--- config.mk ---
export PLATFORM = sky130hd
export DESIGN_NAME = regfile_mp_flat
export DESIGN_NICKNAME = d
export VERILOG_FILES = /design/src/rtl/regfile_pkg.sv /design/src/rtl/regfile_mp_if.sv /design/src/rtl/regfile_scoreboard.sv /design/src/rtl/regfile_mp.sv /design/src/flat_wrapper.sv
export SDC_FILE = /design/constraint.sdc
export NUM_CORES = 1
export LEC_CHECK = 0
export CAP_MARGIN = 20
export CORE_MARGIN = 4
export CORE_UTILIZATION = 24
export DETAILED_ROUTE_END_ITERATION = 7
export RECOVER_POWER = 50
export REMOVE_ABC_BUFFERS = 1
export SYNTH_ARGS = -nofsm -noshare
export SYNTH_HDL_FRONTEND = slang
export SYNTH_HIERARCHICAL = 1
export SYNTH_SLANG_ARGS = --single-unit
--- constraint.sdc ---
create_clock -name clk -period 2.6 [get_ports clk]
set_input_delay 0.52 -clock clk [delete_from_list [all_inputs] [get_ports clk]]
set_output_delay 0.52 -clock clk [all_outputs]
set_load 0.01 [all_outputs]
--- src/rtl/regfile_pkg.sv ---
`default_nettype none
// regfile_pkg: default geometry, address-width helper and word/address types for regfile_mp.
package regfile_pkg;

  localparam int DEF_DATA_W = 16;
  localparam int DEF_DEPTH  = 16;
  localparam int DEF_NRD    = 2;
  localparam int DEF_NWR    = 1;

  // A depth of 2 still needs one address bit.
  function automatic int addr_width(input int depth);
    return (depth <= 2) ? 1 : $clog2(depth);
  endfunction

  typedef logic [DEF_DATA_W-1:0]            data_t;
  typedef logic [addr_width(DEF_DEPTH)-1:0] addr_t;

endpackage
`default_nettype wire

--- src/rtl/regfile_mp_if.sv ---
`default_nettype none
// regfile_mp_if: read/write/allocate bus between decode/writeback (master) and regfile_mp (slave).
interface regfile_mp_if
  import regfile_pkg::*;
#(
  parameter int DATA_W = DEF_DATA_W,
  parameter int DEPTH  = DEF_DEPTH,
  parameter int NRD    = DEF_NRD,
  parameter int NWR    = DEF_NWR
) ();
  localparam int ADDR_W = addr_width(DEPTH);

  logic [NRD*ADDR_W-1:0] raddr;
  logic [NRD*DATA_W-1:0] rdata;
  logic [NRD-1:0]        rready;
  logic [NWR-1:0]        wen;
  logic [NWR*ADDR_W-1:0] waddr;
  logic [NWR*DATA_W-1:0] wdata;
  logic                  alloc_en;
  logic [ADDR_W-1:0]     alloc_addr;
  logic [DEPTH-1:0]      busy;
  logic                  wr_conflict;

  modport master (
    output raddr, wen, waddr, wdata, alloc_en, alloc_addr,
    input  rdata, rready, busy, wr_conflict
  );

  modport slave (
    input  raddr, wen, waddr, wdata, alloc_en, alloc_addr,
    output rdata, rready, busy, wr_conflict
  );
endinterface
`default_nettype wire

--- src/rtl/regfile_scoreboard.sv ---
`default_nettype none
// regfile_scoreboard: per-register busy bits (alloc sets, write clears, set wins) and rready.
// REGFILE_ZERO_REG_EN pins busy[0] to 0.
module regfile_scoreboard
  import regfile_pkg::*;
#(
  parameter int DEPTH  = DEF_DEPTH,
  parameter int NRD    = DEF_NRD,
  parameter int NWR    = DEF_NWR,
  parameter int ADDR_W = addr_width(DEF_DEPTH)
) (
  input  logic                  clk,
  input  logic                  rst_n,
  input  logic [NWR-1:0]        i_wen,
  input  logic [NWR*ADDR_W-1:0] i_waddr,
  input  logic                  i_alloc_en,
  input  logic [ADDR_W-1:0]     i_alloc_addr,
  input  logic [NRD*ADDR_W-1:0] i_raddr,
  input  logic [NRD-1:0]        i_hit,
  output logic [DEPTH-1:0]      o_busy,
  output logic [NRD-1:0]        o_rready
);
  logic [DEPTH-1:0] r_busy;
  logic [DEPTH-1:0] w_busy_nxt;
  logic [NRD-1:0]   w_rready;

  always_comb begin
    w_busy_nxt = r_busy;
    for (int j = 0; j < NWR; j++) begin
      if (i_wen[j]) w_busy_nxt[i_waddr[j*ADDR_W +: ADDR_W]] = 1'b0;
    end
    if (i_alloc_en) w_busy_nxt[i_alloc_addr] = 1'b1;
`ifdef REGFILE_ZERO_REG_EN
    w_busy_nxt[0] = 1'b0;
`endif
  end

  always_ff @(posedge clk or negedge rst_n) begin
    if (!rst_n) r_busy <= '0;
    else        r_busy <= w_busy_nxt;
  end

  // A same-cycle write to the read address satisfies the reader even if still marked busy.
  always_comb begin
    w_rready = '0;
    for (int i = 0; i < NRD; i++) begin
      w_rready[i] = !r_busy[i_raddr[i*ADDR_W +: ADDR_W]] || i_hit[i];
    end
  end

  assign o_busy   = r_busy;
  assign o_rready = w_rready;
endmodule
`default_nettype wire

--- src/rtl/regfile_mp.sv ---
`default_nettype none
// regfile_mp: multi-port register file with write-to-read bypass, busy scoreboard and write-conflict flag.
// REGFILE_ZERO_REG_EN hardwires register 0 to zero. Parameters must match those of the bus instance.
module regfile_mp
  import regfile_pkg::*;
#(
  parameter int DATA_W = DEF_DATA_W,
  parameter int DEPTH  = DEF_DEPTH,
  parameter int NRD    = DEF_NRD,
  parameter int NWR    = DEF_NWR
) (
  input  logic        clk,
  input  logic        rst_n,
  regfile_mp_if.slave bus
);
  localparam int ADDR_W = addr_width(DEPTH);

  logic [DATA_W-1:0]     r_mem [DEPTH];
  logic                  r_wr_conflict;
  logic [NWR-1:0]        w_wen;
  logic [NRD-1:0]        w_hit;
  logic [NRD*DATA_W-1:0] w_rdata;
  logic                  w_conflict;

  // Address-0 writes vanish entirely when register 0 is hardwired.
  always_comb begin
    w_wen = '0;
    for (int j = 0; j < NWR; j++) begin
`ifdef REGFILE_ZERO_REG_EN
      w_wen[j] = bus.wen[j] && (bus.waddr[j*ADDR_W +: ADDR_W] != '0);
`else
      w_wen[j] = bus.wen[j];
`endif
    end
  end

  // Later ports overwrite earlier ones, so the highest-indexed writer wins.
  always_ff @(posedge clk or negedge rst_n) begin
    if (!rst_n) begin
      for (int k = 0; k < DEPTH; k++) r_mem[k] <= '0;
    end else begin
      for (int j = 0; j < NWR; j++) begin
        if (w_wen[j]) r_mem[bus.waddr[j*ADDR_W +: ADDR_W]] <= bus.wdata[j*DATA_W +: DATA_W];
      end
    end
  end

  always_comb begin
    w_rdata = '0;
    w_hit   = '0;
    for (int i = 0; i < NRD; i++) begin
      w_rdata[i*DATA_W +: DATA_W] = r_mem[bus.raddr[i*ADDR_W +: ADDR_W]];
      for (int j = 0; j < NWR; j++) begin
        if (w_wen[j] && (bus.waddr[j*ADDR_W +: ADDR_W] == bus.raddr[i*ADDR_W +: ADDR_W])) begin
          w_rdata[i*DATA_W +: DATA_W] = bus.wdata[j*DATA_W +: DATA_W];
          w_hit[i]                    = 1'b1;
        end
      end
    end
  end

  always_comb begin
    w_conflict = 1'b0;
    for (int j = 0; j < NWR; j++) begin
      for (int k = j + 1; k < NWR; k++) begin
        if (w_wen[j] && w_wen[k] &&
            (bus.waddr[j*ADDR_W +: ADDR_W] == bus.waddr[k*ADDR_W +: ADDR_W]))
          w_conflict = 1'b1;
      end
    end
  end

  always_ff @(posedge clk or negedge rst_n) begin
    if (!rst_n) r_wr_conflict <= 1'b0;
    else        r_wr_conflict <= w_conflict;
  end

  regfile_scoreboard #(
    .DEPTH  (DEPTH),
    .NRD    (NRD),
    .NWR    (NWR),
    .ADDR_W (ADDR_W)
  ) u_scoreboard (
    .clk          (clk),
    .rst_n        (rst_n),
    .i_wen        (w_wen),
    .i_waddr      (bus.waddr),
    .i_alloc_en   (bus.alloc_en),
    .i_alloc_addr (bus.alloc_addr),
    .i_raddr      (bus.raddr),
    .i_hit        (w_hit),
    .o_busy       (bus.busy),
    .o_rready     (bus.rready)
  );

  assign bus.rdata       = w_rdata;
  assign bus.wr_conflict = r_wr_conflict;
endmodule
`default_nettype wire
--- src/flat_wrapper.sv ---
// flat-port wrapper written by rule: the top's interface ports become plain ports
module regfile_mp_flat import regfile_pkg::*;
#(
  parameter int DATA_W = DEF_DATA_W,
  parameter int DEPTH  = DEF_DEPTH,
  parameter int NRD    = DEF_NRD,
  parameter int NWR    = DEF_NWR
)
  (clk, rst_n, bus_raddr, bus_wen, bus_waddr, bus_wdata, bus_alloc_en, bus_alloc_addr, bus_rdata, bus_rready, bus_busy, bus_wr_conflict);
  regfile_mp_if #(.DATA_W(DATA_W), .DEPTH(DEPTH), .NRD(NRD), .NWR(NWR)) bus_i ();
  input  logic clk;
  input  logic rst_n;
  input wire logic [$bits(bus_i.raddr)-1:0] bus_raddr;
  input wire logic [$bits(bus_i.wen)-1:0] bus_wen;
  input wire logic [$bits(bus_i.waddr)-1:0] bus_waddr;
  input wire logic [$bits(bus_i.wdata)-1:0] bus_wdata;
  input wire logic [$bits(bus_i.alloc_en)-1:0] bus_alloc_en;
  input wire logic [$bits(bus_i.alloc_addr)-1:0] bus_alloc_addr;
  output wire logic [$bits(bus_i.rdata)-1:0] bus_rdata;
  output wire logic [$bits(bus_i.rready)-1:0] bus_rready;
  output wire logic [$bits(bus_i.busy)-1:0] bus_busy;
  output wire logic [$bits(bus_i.wr_conflict)-1:0] bus_wr_conflict;
  assign bus_i.raddr = bus_raddr;
  assign bus_i.wen = bus_wen;
  assign bus_i.waddr = bus_waddr;
  assign bus_i.wdata = bus_wdata;
  assign bus_i.alloc_en = bus_alloc_en;
  assign bus_i.alloc_addr = bus_alloc_addr;
  assign bus_rdata = bus_i.rdata;
  assign bus_rready = bus_i.rready;
  assign bus_busy = bus_i.busy;
  assign bus_wr_conflict = bus_i.wr_conflict;
  regfile_mp #(.DATA_W(DATA_W), .DEPTH(DEPTH), .NRD(NRD), .NWR(NWR)) u_core (.clk(clk), .rst_n(rst_n), .bus(bus_i));
endmodule
---- Word-level counts from Yosys, hierarchy flattened ----
Index checks and enable logic that the tools add are counted.
storage, ports and cells
  bits in registers ....................... 272
  input bits .............................. 36
  output and inout bits ................... 51
cells by class
  $lt $le $gt $ge ......................... 10
  eq/ne operators ......................... 2
  muxes and demuxes ....................... 23
  bitwise gates (word level) .............. 6
  reduce and logical (&&, ||, !) cells .... 9
operators with widths
  kind                                                                   number
  256-bit bitwise mux                                                    1
  16-bit two-way mux                                                     9
  16-bit binary-select mux with 4-bit select                             2
  16-bit demux with 4-bit select                                         1
  4-bit by 5-bit < comparator with 1-bit output, second input constant   4
  16-bit bitwise AND                                                     1
  16-bit NOT                                                             1
  16-bit OR                                                              1
  5-bit >= comparator, second input constant                             3
  4-bit NOT with 5-bit output                                            3
  1-bit binary-select mux with 4-bit select                              2
  1-bit demux with 4-bit select                                          2
  4-bit == test                                                          2
  4-bit by 1-bit >= comparator with 1-bit output, second input constant  2
  1-bit two-way mux                                                      6
  1-bit logical AND                                                      5
  5-bit by 1-bit < comparator with 1-bit output, second input constant   1
  1-bit logical NOT                                                      2
  1-bit logical OR                                                       2

---- Depth between registers and ports, before layout ----
  word-level depth ........................ 9
  mapped depth ............................ 8
  gate-level depth less buffers ........... 6

---- Modules after synthesis ----
The synthesis kept the hierarchy.
by module, submodules not included
  module              times used  cells an instance  area each (µm²)
  regfile_mp          1           889                14,321.2
  regfile_scoreboard  1           100                998.5

---- Worst setup path before layout ----
No wires, ideal clock.
  kind .................................... input -> output
  start ................................... input port bus_raddr[2]
  end ..................................... output port bus_rdata[0]
  arrival time ............................ 1.939 ns
  required time ........................... 2.080 ns
  path slack .............................. 0.141 ns
  stages .................................. 5
  buffers on the path ..................... 2
  path through ............................ clkbuf_1 -> xor2_1 -> nor4_4 -> buf_6 -> mux2_2
between the ends
  longest elaborated chain between the ends .. 5
RTL lines
  element                                                RTL line            RTL
  from (decl)                                            flat_wrapper.sv:13  input wire logic [$bits(bus_i.raddr)-1:0] bus_raddr;
  4-bit NOT with 5-bit output (implied by the code)      regfile_mp.sv:52    w_rdata[i*DATA_W +: DATA_W] = r_mem[bus.raddr[i*ADDR_W +: ADDR_W]];
  16-bit binary-select mux with 4-bit select             regfile_mp.sv:52
  16-bit two-way mux (implied by the code) (2 in a row)  regfile_mp.sv:52
  16-bit two-way mux *                                   regfile_mp.sv:54    if (w_wen[j] && (bus.waddr[j*ADDR_W +: ADDR_W] == bus.raddr[i*ADDR_W +: ADDR_W])) begin
  to (decl)                                              flat_wrapper.sv:19  output wire logic [$bits(bus_i.rdata)-1:0] bus_rdata;
Every way passes the cells marked *; elsewhere a longest branch is shown, timed or not. The select of a mux whose other input is x is not followed.

---- Worst setup path in the final report ----
  start ................................... register u_core/r_mem[11] (netlist bit)
  end ..................................... output port bus_rdata[11]
between the ends
  longest elaborated chain between the ends .. 4
RTL lines
  element                                                RTL line          RTL
  from (decl)                                            regfile_mp.sv:18  logic [DATA_W-1:0] r_mem [DEPTH];
  from (signal, indexed assignment)                      regfile_mp.sv:43  if (w_wen[j]) r_mem[bus.waddr[j*ADDR_W +: ADDR_W]] <= bus.wdata[j*DATA_W +: DATA_W];
  16-bit binary-select mux with 4-bit select             regfile_mp.sv:52
  16-bit two-way mux (implied by the code) (2 in a row)  regfile_mp.sv:52
  16-bit two-way mux                                     regfile_mp.sv:54
No other way between the ends. The select of a mux whose other input is x is not followed.

==> results.py <==
metrics = {
    "floorplanning": {
        "dieArea_um2": 67900,
        "rows": 92,
        "coreArea_um2": 63100,
        "initial_utilization": 0.243,
        "num_io_pins": 87,
        "fp.dieW_um": 261,
        "die_h_um": 261,
    },
    "run_status": {
        "outcome": "complete, but fails checks",
        "violations": "negative setup slack",
    },
    "power_and_ir_drop": {
        "vdd_drop_max_uv": 536,
        "p_comb_frac": 0.291,
        "p_seq_frac": 0.409,
        "switchingPower_uw": 4060,
        "switching_share": 0.280,
        "leakage_uw": 0.00803,
        "p_per_area_nw_per_um2": 742,
        "clkPwrFrac": 0.299,
        "fin_total_pwr_uw": 14500,
        "intPower_uw": 10500,
    },
    "flow_run": {
        "maxCapViolations": 0,
    },
    "synthesis": {
        "synth_cell_types": 39,
        "ys.flop_type": "dfrtp_1",
        "synth_warnings": 6,
        "ys_ff_latch": 272,
        "synthCells": 989,
        "async_flop_share": 1.00,
        "netlist_area_um2": 15300,
        "ys_seq_area_frac": 0.444,
        "synth.avg_cell_area_um2": 15.5,
        "synth-edff-count": 0,
    },
    "worst_setup_path": {
        "critPathLaunchType": "register",
        "end_kind": "primary output",
        "r2r_cells": 2,
        "path_max_fanout": 3,
        "crit_required_ns": 2.08,
        "reg2reg_from": "u_core/r_mem[97]$_DFFE_PN0P_",
        "endpoint": "bus_rdata[11]",
        "crit_chain": "mux4_2 -> mux2i_1 -> mux2i_1 -> mux2_4 -> buf_6",
        "r2r_setup_slack_ns": 1.70,
        "path_buf_inv": 1,
        "crit_type": "reg2out",
        "crit_family": "multiplexers",
        "slowest_stage": "mux4_2",
        "path_depth": 5,
        "critPathArrivalTime_ns": 2.27,
        "worstSetupStartpoint": "u_core/r_mem[11]$_DFFE_PN0P_",
        "critPathMaxStageDelay_ns": 0.48,
        "r2r_end": "u_core/r_mem[97]$_DFFE_PN0P_",
        "crit_top_cell": "mux2i_1",
    },
    "timing": {
        "max_freq_mhz": 359,
        "setup_viol": 33,
        "slew_violations": 0,
        "setup_ws_ns": -0.188,
        "skew_ns": 0,
        "rsz0062_at_grt": "true",
        "tightest_slew_ns": 1.07,
        "post-route-min-period_ns": 2.79,
        "hold_violations": 0,
        "max_slew_margin": 0.286,
        "period_share": 1.07,
    },
    "global_routing": {
        "antenna_found_initial": 0,
        "grt_usage": 0.130,
        "gr-total-overflow": 0,
        "grt_pass1_wl_mm": 67.4,
        "grt_max_degree": 85,
        "grt_pass1_vias": 10468,
    },
    "cells_and_area": {
        "finalInstanceArea_um2": 19600,
        "fill_cells": 6276,
        "layout-drive-gt1-share": 0.594,
        "area_growth_pct": 27.8,
        "seqCellArea_um2": 6810,
        "nets": 1204,
        "diodes": 0,
        "multi_input_area_um2": 8250,
    },
    "cts": {
        "clk_pin_slew_ns": 0.06,
        "numCtsBuffers": 31,
        "cts_root_buf": "clkbuf_16",
        "clock_sinks": 272,
        "insertion_delay_ns": 0.57,
        "cts_buffer_depth": 3,
        "cts_tree": "yes",
        "cts.htree.levels": 1,
    },
    "drt": {
        "post-route-drc-count": 0,
        "ant_nets": 0,
        "drt-pass1-iter-count": 4,
        "wirelength_mm": 44.8,
        "wl_per_cell_um": 22.0,
        "viasPerCell": 4.80,
        "vias": 9769,
        "drt-initial-drc-count": 624,
    },
    "placed_design": {
        "place_congestion": 0.808,
        "dpl_cell_area_um2": 18000,
        "portBuffers": 85,
        "hpwl_mm": 30.6,
    },
    "min_path": {
        "hp-class": "in2reg",
    },
}
## routing by layer
metal	part of all wire	up-vias	GRT usage
li1	-	4203	-
met1	0.44	5232	0.177
met2	0.48	268	0.217
met3	0.048	66	0.0219
met4	0.025	0	0.0331
met5	0	-	0
## power by group through the flow
stage | combinational, uW | clock, uW | sequential, uW
2_1_floorplan | 2450 | 0 | 5780
3_3_place_gp | 3880 | 0 | 5910
3_5_place_dp | 3960 | 0 | 6000
4_1_cts | 4130 | 4480 | 5930
5_1_grt | 4540 | 4660 | 6070
6_report | 4230 | 4350 | 5950
## worst min-delay path by stage
| stage | cells after the start | start | to |
|---|---|---|---|
| after floorplan | 0 | rst_n | u_core/r_mem[0]$_DFFE_PN0P_ |
| after global placement | 1 | rst_n | u_core/r_mem[206]$_DFFE_PN0P_ |
| after detailed placement | 1 | rst_n | u_core/r_mem[222]$_DFFE_PN0P_ |
| after CTS | 2 | rst_n | u_core/r_mem[72]$_DFFE_PN0P_ |
| after global routing | 4 | bus_waddr[2] | u_core/u_scoreboard/o_busy[6]$_DFF_PN0_ |
| final | 4 | bus_waddr[2] | u_core/u_scoreboard/o_busy[15]$_DFF_PN0_ |
## logic make-up (layout without fill, tap and decap cells)
logic type,count (synthesis),after routing,share of synthesized area
AOI/OAI and AO/OA,40,40,0.0151
xor gates and xnor gates,8,8,0.00457
buffers and inverters,85,286,0.0345
DFF,272,272,0.444
muxes,523,523,0.473
other,1,1,0.000245
and+or+nand+nor,60,60,0.0280
## state kept, by name, summed over array words and instances (netlist names)
register and cells:
u_core/r_mem 256, u_core/u_scoreboard/o_busy 16
## placed cells by master (no fill, tap or decap), types with 7 or more instances in the layout
master,netlist,layout
mux2i_1,101,75
buf_4,8,92
mux2_4,0,25
nand2_1,10,10
buf_12,0,27
mux2_2,290,265
mux4_2,132,132
mux2i_2,0,24
dfrtp_1,272,272
nand3b_1,7,7
clkbuf_1,29,10
buf_6,21,43
clkbuf_16,0,32
clkbuf_8,0,7
o21ai_0,31,31
clkdlybuf4s50_1,0,37
buf_2,18,8
## Yosys cell counts (all sizes together), types with 2 or more instances
cell	n	area share
dfrtp	272	0.44
or3	2	0.00082
buf	55	0.027
nand3	5	0.0016
nand2b	9	0.0047
mux2	290	0.21
nor2b	2	0.00082
xnor2	2	0.0011
xor2	6	0.0034
nor3	6	0.0039
or2	2	0.00082
nand3b	7	0.0034
mux2i	101	0.066
nand2	10	0.0025
mux4	132	0.19
nor4	3	0.0042
nor2	10	0.0033
o21ai	31	0.010
clkbuf	29	0.0071
## per-stage QoR
stage	utilization	cells	TNS (ns)	hold slack (ns)	setup slack, ns
floorplan	-	905	0	0.224	0.201
global placement	0.285	1953	-26.47	0.436	-0.888
detailed placement	0.285	1953	-29.58	0.436	-0.898
CTS	0.307	2026	-4.71	0.419	-0.209
global route	0.310	2036	-6.91	0.478	-0.241
finish	0.310	2036	-3.22	0.433	-0.188
## timing repair
| action | in CTS | in global routing |
|---|---|---|
| buffers inserted | 16 | 9 |
| endpoints found under the hold margin | 32 | 0 |
| pin swaps | 4 | 3 |
| hold buffers | 1 | 0 |
| resized for setup | 225 | 43 |
| cloned | 1 | 1 |
| setup endpoints to repair | 34 | 34 |
## worst register-to-register path, cell delays in order, from the launching register on
cell and delay (ns):
dfrtp_1 0.40, buf_4 0.14, mux2_2 0.25
## final cells by class
class	instances	area share
Clock buffer	47	0.0463
Tap cell	846	0.0541
Timing Repair Buffer	230	0.125
Multi-Input combinational cell	632	0.421
Inverter	1	0.000192
Clock inverter	8	0.00498
Sequential cell	272	0.348
Power figures use the tool's default switching activity.
